<file path="config.mk">
export PLATFORM = sky130hd
export DESIGN_NAME = multicycle_datapath
export DESIGN_NICKNAME = d
export VERILOG_FILES = /design/src/rtl/multicycle_datapath.sv
export SDC_FILE = /design/constraint.sdc
export NUM_CORES = 2
export LEC_CHECK = 0
export CORE_ASPECT_RATIO = 1.4
export CORE_MARGIN = 5
export CORE_UTILIZATION = 45
export DETAILED_ROUTE_END_ITERATION = 10
export GPL_ROUTABILITY_DRIVEN = 1
export HOLD_SLACK_MARGIN = 0.06
export PLACE_DENSITY = 0.59
export SLEW_MARGIN = 20
export SYNTH_ARGS = -nofsm -noshare
export SYNTH_HDL_FRONTEND = slang
export SYNTH_SLANG_ARGS = --single-unit
</file>
<file path="constraint.sdc">
create_clock -name CLK -period 10.3 [get_ports CLK]
set_clock_uncertainty 0.1 [all_clocks]
set_input_delay 3.09 -clock CLK [delete_from_list [all_inputs] [get_ports CLK]]
set_output_delay 3.09 -clock CLK [all_outputs]
set_load 0.02 [all_outputs]
</file>
<file path="src/rtl/multicycle_datapath.sv">
// Multicycle MIPS datapath: FETCH/DECODE/EXEC/MEM/WB sequencing around a register file and ALU,
// with a retire pulse, a sticky halt and an optional data-memory timeout fault.
package multicycle_datapath_pkg;
    localparam logic [3:0] ALU_SLL  = 4'd0;
    localparam logic [3:0] ALU_SRL  = 4'd1;
    localparam logic [3:0] ALU_ADD  = 4'd2;
    localparam logic [3:0] ALU_SUB  = 4'd3;
    localparam logic [3:0] ALU_AND  = 4'd4;
    localparam logic [3:0] ALU_OR   = 4'd5;
    localparam logic [3:0] ALU_XOR  = 4'd6;
    localparam logic [3:0] ALU_NOR  = 4'd7;
    localparam logic [3:0] ALU_SLT  = 4'd8;
    localparam logic [3:0] ALU_SLTU = 4'd9;
endpackage

module register_file (
    input  logic        CLK,
    input  logic        WEN,
    input  logic [4:0]  wsel,
    input  logic [31:0] wdat,
    input  logic [4:0]  rsel1,
    input  logic [4:0]  rsel2,
    output logic [31:0] rdat1,
    output logic [31:0] rdat2
);
    logic [31:0] regs [32];

    always_ff @(posedge CLK) begin
        if (WEN && wsel != 5'd0) regs[wsel] <= wdat;
    end

    assign rdat1 = (rsel1 == 5'd0) ? 32'd0 : regs[rsel1];
    assign rdat2 = (rsel2 == 5'd0) ? 32'd0 : regs[rsel2];
endmodule

module alu
    import multicycle_datapath_pkg::*;
(
    input  logic [31:0] porta,
    input  logic [31:0] portb,
    input  logic [3:0]  aluop,
    output logic [31:0] outport,
    output logic        overflow
);
    always_comb begin
        outport  = 32'd0;
        overflow = 1'b0;
        case (aluop)
            ALU_SLL:  outport = porta << portb[4:0];
            ALU_SRL:  outport = porta >> portb[4:0];
            ALU_ADD: begin
                outport  = porta + portb;
                overflow = (porta[31] == portb[31]) && (outport[31] != porta[31]);
            end
            ALU_SUB: begin
                outport  = porta - portb;
                overflow = (porta[31] != portb[31]) && (outport[31] != porta[31]);
            end
            ALU_AND:  outport = porta & portb;
            ALU_OR:   outport = porta | portb;
            ALU_XOR:  outport = porta ^ portb;
            ALU_NOR:  outport = ~(porta | portb);
            ALU_SLT:  outport = {31'd0, $signed(porta) < $signed(portb)};
            ALU_SLTU: outport = {31'd0, porta < portb};
            default:  outport = 32'd0;
        endcase
    end
endmodule

module multicycle_datapath
    import multicycle_datapath_pkg::*;
#(
    parameter logic [31:0] PC_INIT          = 32'h0,
    parameter bit          HALT_ON_OVERFLOW = 1'b1,
    parameter int unsigned DMEM_MAX_WAIT    = 0
) (
    input  logic        CLK,
    input  logic        nRST,
    input  logic        ihit,
    input  logic [31:0] imemload,
    output logic        imemREN,
    output logic [31:0] imemaddr,
    input  logic        dhit,
    input  logic [31:0] dmemload,
    output logic        dmemREN,
    output logic        dmemWEN,
    output logic [31:0] dmemaddr,
    output logic [31:0] dmemstore,
    output logic        halt,
    output logic        fault,
    output logic        retired
);
    localparam logic [2:0] S_FETCH  = 3'd0;
    localparam logic [2:0] S_DECODE = 3'd1;
    localparam logic [2:0] S_EXEC   = 3'd2;
    localparam logic [2:0] S_MEM    = 3'd3;
    localparam logic [2:0] S_WB     = 3'd4;
    localparam logic [2:0] S_HALTED = 3'd5;

    localparam logic [5:0] OP_RTYPE = 6'h00, OP_J     = 6'h02, OP_JAL   = 6'h03;
    localparam logic [5:0] OP_BEQ   = 6'h04, OP_BNE   = 6'h05, OP_ADDI  = 6'h08;
    localparam logic [5:0] OP_ADDIU = 6'h09, OP_SLTI  = 6'h0A, OP_SLTIU = 6'h0B;
    localparam logic [5:0] OP_ANDI  = 6'h0C, OP_ORI   = 6'h0D, OP_XORI  = 6'h0E;
    localparam logic [5:0] OP_LUI   = 6'h0F, OP_LW    = 6'h23, OP_SW    = 6'h2B;
    localparam logic [5:0] OP_HALT  = 6'h3F;

    localparam logic [5:0] F_SLL = 6'h00, F_SRL = 6'h02, F_JR  = 6'h08, F_ADD = 6'h20;
    localparam logic [5:0] F_ADDU = 6'h21, F_SUB = 6'h22, F_SUBU = 6'h23, F_AND = 6'h24;
    localparam logic [5:0] F_OR  = 6'h25, F_XOR = 6'h26, F_NOR = 6'h27, F_SLT = 6'h2A;
    localparam logic [5:0] F_SLTU = 6'h2B;

    logic [2:0]  state;
    logic [31:0] pc, ir, a_reg, b_reg, aluout, mdr, wait_cnt;
    logic        fault_q;

    logic [5:0]  op, funct;
    logic [4:0]  rs, rt, rd, shamt;
    logic [31:0] sext_imm, zext_imm, jump_target, branch_target;
    logic [31:0] rdat1, rdat2, alu_a, alu_b, alu_out;
    logic [3:0]  alu_op;
    logic        alu_ovf, alu_wb, ovf_chk, is_mem, is_jr, exec_retire, timeout, br_taken;

    assign op            = ir[31:26];
    assign rs            = ir[25:21];
    assign rt            = ir[20:16];
    assign rd            = ir[15:11];
    assign shamt         = ir[10:6];
    assign funct         = ir[5:0];
    assign sext_imm      = {{16{ir[15]}}, ir[15:0]};
    assign zext_imm      = {16'd0, ir[15:0]};
    assign jump_target   = {pc[31:28], ir[25:0], 2'b00};
    assign branch_target = pc + (sext_imm << 2);
    assign is_mem        = (op == OP_LW) || (op == OP_SW);
    assign is_jr         = (op == OP_RTYPE) && (funct == F_JR);
    assign br_taken      = ((op == OP_BEQ) && (a_reg == b_reg)) || ((op == OP_BNE) && (a_reg != b_reg));
    assign exec_retire   = (op != OP_HALT) && !alu_wb && !is_mem && (op != OP_JAL);
    assign timeout       = (DMEM_MAX_WAIT != 0) && (wait_cnt == DMEM_MAX_WAIT - 1);

    // Operand selection: shifts take rt with shamt, LUI forces a zero base.
    always_comb begin
        alu_op  = ALU_ADD;
        alu_a   = a_reg;
        alu_b   = b_reg;
        alu_wb  = 1'b0;
        ovf_chk = 1'b0;
        case (op)
            OP_RTYPE: begin
                alu_wb = 1'b1;
                case (funct)
                    F_SLL:   begin alu_op = ALU_SLL; alu_a = b_reg; alu_b = {27'd0, shamt}; end
                    F_SRL:   begin alu_op = ALU_SRL; alu_a = b_reg; alu_b = {27'd0, shamt}; end
                    F_ADD:   ovf_chk = 1'b1;
                    F_ADDU:  alu_op = ALU_ADD;
                    F_SUB:   begin alu_op = ALU_SUB; ovf_chk = 1'b1; end
                    F_SUBU:  alu_op = ALU_SUB;
                    F_AND:   alu_op = ALU_AND;
                    F_OR:    alu_op = ALU_OR;
                    F_XOR:   alu_op = ALU_XOR;
                    F_NOR:   alu_op = ALU_NOR;
                    F_SLT:   alu_op = ALU_SLT;
                    F_SLTU:  alu_op = ALU_SLTU;
                    default: alu_wb = 1'b0;
                endcase
            end
            OP_ADDI:  begin alu_b = sext_imm; alu_wb = 1'b1; ovf_chk = 1'b1; end
            OP_ADDIU: begin alu_b = sext_imm; alu_wb = 1'b1; end
            OP_SLTI:  begin alu_op = ALU_SLT;  alu_b = sext_imm; alu_wb = 1'b1; end
            OP_SLTIU: begin alu_op = ALU_SLTU; alu_b = sext_imm; alu_wb = 1'b1; end
            OP_ANDI:  begin alu_op = ALU_AND;  alu_b = zext_imm; alu_wb = 1'b1; end
            OP_ORI:   begin alu_op = ALU_OR;   alu_b = zext_imm; alu_wb = 1'b1; end
            OP_XORI:  begin alu_op = ALU_XOR;  alu_b = zext_imm; alu_wb = 1'b1; end
            OP_LUI:   begin alu_a = 32'd0; alu_b = {ir[15:0], 16'd0}; alu_wb = 1'b1; end
            OP_LW, OP_SW: alu_b = sext_imm;
            default: ;
        endcase
    end

    register_file u_rf (
        .CLK(CLK), .WEN(state == S_WB),
        .wsel((op == OP_JAL) ? 5'd31 : (op == OP_RTYPE) ? rd : rt),
        .wdat((op == OP_LW) ? mdr : aluout),
        .rsel1(rs), .rsel2(rt), .rdat1(rdat1), .rdat2(rdat2)
    );

    alu u_alu (.porta(alu_a), .portb(alu_b), .aluop(alu_op), .outport(alu_out), .overflow(alu_ovf));

    always_ff @(posedge CLK or negedge nRST) begin
        if (!nRST) begin
            state    <= S_FETCH;
            pc       <= PC_INIT;
            ir       <= 32'd0;
            a_reg    <= 32'd0;
            b_reg    <= 32'd0;
            aluout   <= 32'd0;
            mdr      <= 32'd0;
            wait_cnt <= 32'd0;
            fault_q  <= 1'b0;
        end else begin
            case (state)
                S_FETCH: if (ihit) begin
                    ir    <= imemload;
                    pc    <= pc + 32'd4;
                    state <= S_DECODE;
                end
                S_DECODE: begin
                    a_reg <= rdat1;
                    b_reg <= rdat2;
                    state <= S_EXEC;
                end
                S_EXEC: begin
                    wait_cnt <= 32'd0;
                    if (op == OP_HALT) begin
                        state <= S_HALTED;
                    end else if (alu_wb) begin
                        if (HALT_ON_OVERFLOW && ovf_chk && alu_ovf) begin
                            state <= S_HALTED;
                        end else begin
                            aluout <= alu_out;
                            state  <= S_WB;
                        end
                    end else if (is_mem) begin
                        aluout <= alu_out;
                        state  <= S_MEM;
                    end else if (op == OP_JAL) begin
                        aluout <= pc;
                        pc     <= jump_target;
                        state  <= S_WB;
                    end else begin
                        if (br_taken)       pc <= branch_target;
                        else if (op == OP_J) pc <= jump_target;
                        else if (is_jr)      pc <= a_reg;
                        state <= S_FETCH;
                    end
                end
                // A hit on the limiting cycle still completes the access.
                S_MEM: begin
                    if (dhit) begin
                        if (op == OP_LW) begin
                            mdr   <= dmemload;
                            state <= S_WB;
                        end else begin
                            state <= S_FETCH;
                        end
                    end else if (timeout) begin
                        fault_q <= 1'b1;
                        state   <= S_HALTED;
                    end else begin
                        wait_cnt <= wait_cnt + 32'd1;
                    end
                end
                S_WB:     state <= S_FETCH;
                S_HALTED: state <= S_HALTED;
                default:  state <= S_FETCH;
            endcase
        end
    end

    assign imemREN   = nRST && (state == S_FETCH);
    assign imemaddr  = pc;
    assign dmemREN   = (state == S_MEM) && (op == OP_LW);
    assign dmemWEN   = (state == S_MEM) && (op == OP_SW);
    assign dmemaddr  = (state == S_MEM) ? aluout : 32'd0;
    assign dmemstore = dmemWEN ? b_reg : 32'd0;
    assign halt      = (state == S_HALTED);
    assign fault     = fault_q;
    assign retired   = (state == S_WB) || (dmemWEN && dhit) || ((state == S_EXEC) && exec_retire);
endmodule

</file>
==> impl_metrics.csv <==
group,metric,value,unit
clocking,cts_tree,"built",
worst_setup_path,reg2reg_depth,18,
clocking,cts.path.max_buffers,3,
clocking,ctsHoldBuffers,0,
timing,worst_slew_pin_slew,1.27,ns
synthesis,synth_top_area_cell,"edfxtp_1",
synthesis,synth_top_area_share,44.3,%
worst_setup_path,crit_path_start,"dhit",
layout,multi_input_area,32100,um^2
synthesis,yosysUniqueCellTypes,102,
drt,drc,0,
job,maxCapViolCount,0,
clocking,cts_resized,0,
synthesis,synthTopCellsByArea,"edfxtp_1 (44%), mux4_2 (8.5%), dfrtp_1 (7.0%), mux2i_1 (6.4%), a21oi_1 (4.1%)",
die,start_util,45.3,%
worst_setup_path,timing.rr.start,"ir[0]",
place,gp_congestion,1.04,
power,internal_power,13.8,mW
power,cellPowerDensity,355,nW/um^2
place,portBuffers,168,
die,dieWidth,342,um
synthesis,ys_seq_elements,1219,
power,pwr-share-comb,57.1,%
worst_setup_path,cpMaxStageDelayCell,"clkdlybuf4s50_1",
die,rows,170,
drt,drt_iter0_markers,6446,
power,seq_power_share,26.5,%
drt,avgRoutedWirePerCell,38.1,um
clocking,post-cts-setup-buffers,0,
layout,largest_reg_flops,1024,
synthesis,synth_warnings,0,
hold_path,worstHoldStart,"aluout[12]",
worst_setup_path,required,7.11,ns
layout,regArea,35700,um^2
drt,ant_nets,0,
hold_path,hold_class,"flip-flop to flip-flop",
power,p_switching,13.9,mW
synthesis,synth_enable_flop_cells,1024,
worst_setup_path,arrival,4.50,ns
worst_setup_path,critPathLaunchType,"input port",
drt,wl,309000,um
timing,min_period_over_period,74.7,%
layout,fillCellCount,13400,
power,peakVddDrop,208,uV
clocking,ctsRootBufferMaster,"clkbuf_16",
layout,fin_nets,6127,
worst_setup_path,cpPeakStageDelay,0.55,ns
place,hpwl,206000,um
worst_setup_path,critPathKind,"input port to output port",
outcome,status,"finished clean",
grt,antenna_found_initial,28,
grt,grt_use_total,37.1,%
power,power,27.7,mW
layout,drive_gt1_share,15.9,%
synthesis,ys_seq_area_share,51.3,%
worst_setup_path,cp_common_cell,"clkdlybuf4s50_1",
power,p_leak,27.1,nW
synthesis,mappedNetlistArea,69400,um^2
grt,grt-ovfl-total,0,
die,fp.coreArea,153000,um^2
timing,report.final.slew_viol_count,0,
hold_path,holdPathStages,2,
clocking,h-tree-depth,3,
synthesis,async_flop_share,16.0,%
timing,relSlewSlack,14.4,%
timing,finalHoldViolations,0,
grt,grt_pass1_vias,54400,
drt,drt_pass1_iterations,7,
clocking,clkSinkCount,1219,
clocking,insertion_delay,0.78,ns
power,swShare,50.1,%
drt,num_vias,55500,
layout,synthToLayoutAreaGrowth,12.6,%
clocking,clk_pin_slew,0.06,ns
clocking,numCtsBuffers,119,
drt,routed_via_density,6.84,
synthesis,netlist_instances,5845,
power,clkPwrFrac,16.4,%
synthesis,synthFlopType,"edfxtp_1",
synthesis,synth.avg_cell_area,11.9,um^2
layout,regMostFlops,"u_rf.regs",
timing,setup_tns,0,ns
grt,grt_pass1_wl,424000,um
worst_setup_path,cp-end-kind,"output port",
timing,fin_crit,7.69,ns
worst_setup_path,crit_chain,"clkdlybuf4s50_1 > a221o_1 > clkdlybuf4s50_1",
worst_setup_path,critPathMaxFanout,5,
timing,max_freq,130,MHz
die,die-area,162000,um^2
die,die_h,475,um
timing,setup_violations,0,
die,io_pins,170,
timing,rsz0062_at_grt,"no",
grt,grt_max_degree,109,
-- synth_stat cells (all sizes together) (154+ instances only) --
| library cell | instances |
|---|---|
| a21oi | 564 |
| clkbuf | 293 |
| dfrtp | 195 |
| edfxtp | 1024 |
| inv | 154 |
| mux2 | 196 |
| mux2i | 441 |
| mux4 | 262 |
| nand2 | 313 |
| nor2 | 344 |
| nor3 | 209 |
| o21ai | 350 |
| o221ai | 165 |
| o22ai | 190 |
-- metrics by stage --
| stage | cells | area [um^2] | utilization [%] | worst slack (ns) | hold WS, ns |
|---|---|---|---|---|---|
| finish | 8108 | 78200 | 51.0 | 2.61 | 0.398 |
| global route | 8103 | 78100 | 51.0 | 2.56 | 0.423 |
| CTS | 8096 | 78100 | 50.9 | 2.61 | 0.403 |
| detailed placement | 7872 | 74100 | 48.3 | 2.61 | 0.389 |
| global placement | 7872 | 74100 | 48.3 | 2.66 | 0.382 |
| floorplan | 5877 | 69500 | - | 3.63 | 0.358 |
-- cells in the final DEF, fill, tap and decap left out, types with 152 or more instances in the layout --
master,count
edfxtp_1,1024
a21oi_1,562
mux2i_1,441
o21ai_0,341
nand2_1,311
nor2_1,307
mux4_2,262
nor3_1,203
mux2_2,196
o22ai_1,190
buf_4,187
dfrtp_1,185
clkdlybuf4s50_1,167
o221ai_1,163
inv_1,152
-- power by group through the flow --
stage	combinational, mW	sequential [mW]	clock, mW
final	15.8	7.36	4.55
after global routing	16.5	7.35	4.79
after CTS	15.4	7.32	4.60
after detailed placement	15.4	7.42	0
after global placement	15.4	7.42	0
after floorplan	9.58	6.67	0
-- final cells by class --
class | count | share of cell area (%)
clock inverter | 76 | 1.09
tap | 2064 | 3.30
antenna | 12 | 0.0384
timing repair buffer | 362 | 4.13
inverter | 156 | 0.749
clock buffer | 148 | 4.03
multi-input combinational | 4071 | 41.0
sequential | 1219 | 45.6
-- cell families (layout without fill, tap and decap cells) --
group           after synthesis  after routing  share of synthesized area [%]
xor+xnor                     57             57                          0.719
flops                      1219           1219                           51.3
other cells                   1             45                        0.00540
fa+ha+maj                   130            130                           2.38
mux                         899            899                           18.0
compound gates             1708           1708                           15.7
buf+inv                     587            742                           3.27
simple gates               1244           1244                           8.55
-- routing by layer --
layer | up-vias | share of wire (%) | track usage [%]
li1 | 23200 | - | -
met2 | 3140 | 47 | 61.2
met1 | 28200 | 36 | 44.2
met5 | - | 0.029 | 0
met3 | 919 | 8.2 | 6.50
met4 | 14 | 8.8 | 26.3
-- critical path, delay by kind of cell --
kind                   cells  cell delay [ns]
buffers and inverters      2             1.06
AO/OA/AOI/OAI              1             0.35
-- path summary, 6_finish.rpt --
check	slack, ns	to
max in group asynchronous	5.94	ir[22]
hold reg to reg	0.40	aluout[12]
min in group asynchronous	2.11	imemaddr[18]
hold / removal	0.40	aluout[12]
setup / recovery	2.61	retired
setup reg to reg	2.98	aluout[6]
No activity file was read; power rests on OpenSTA's default activity.
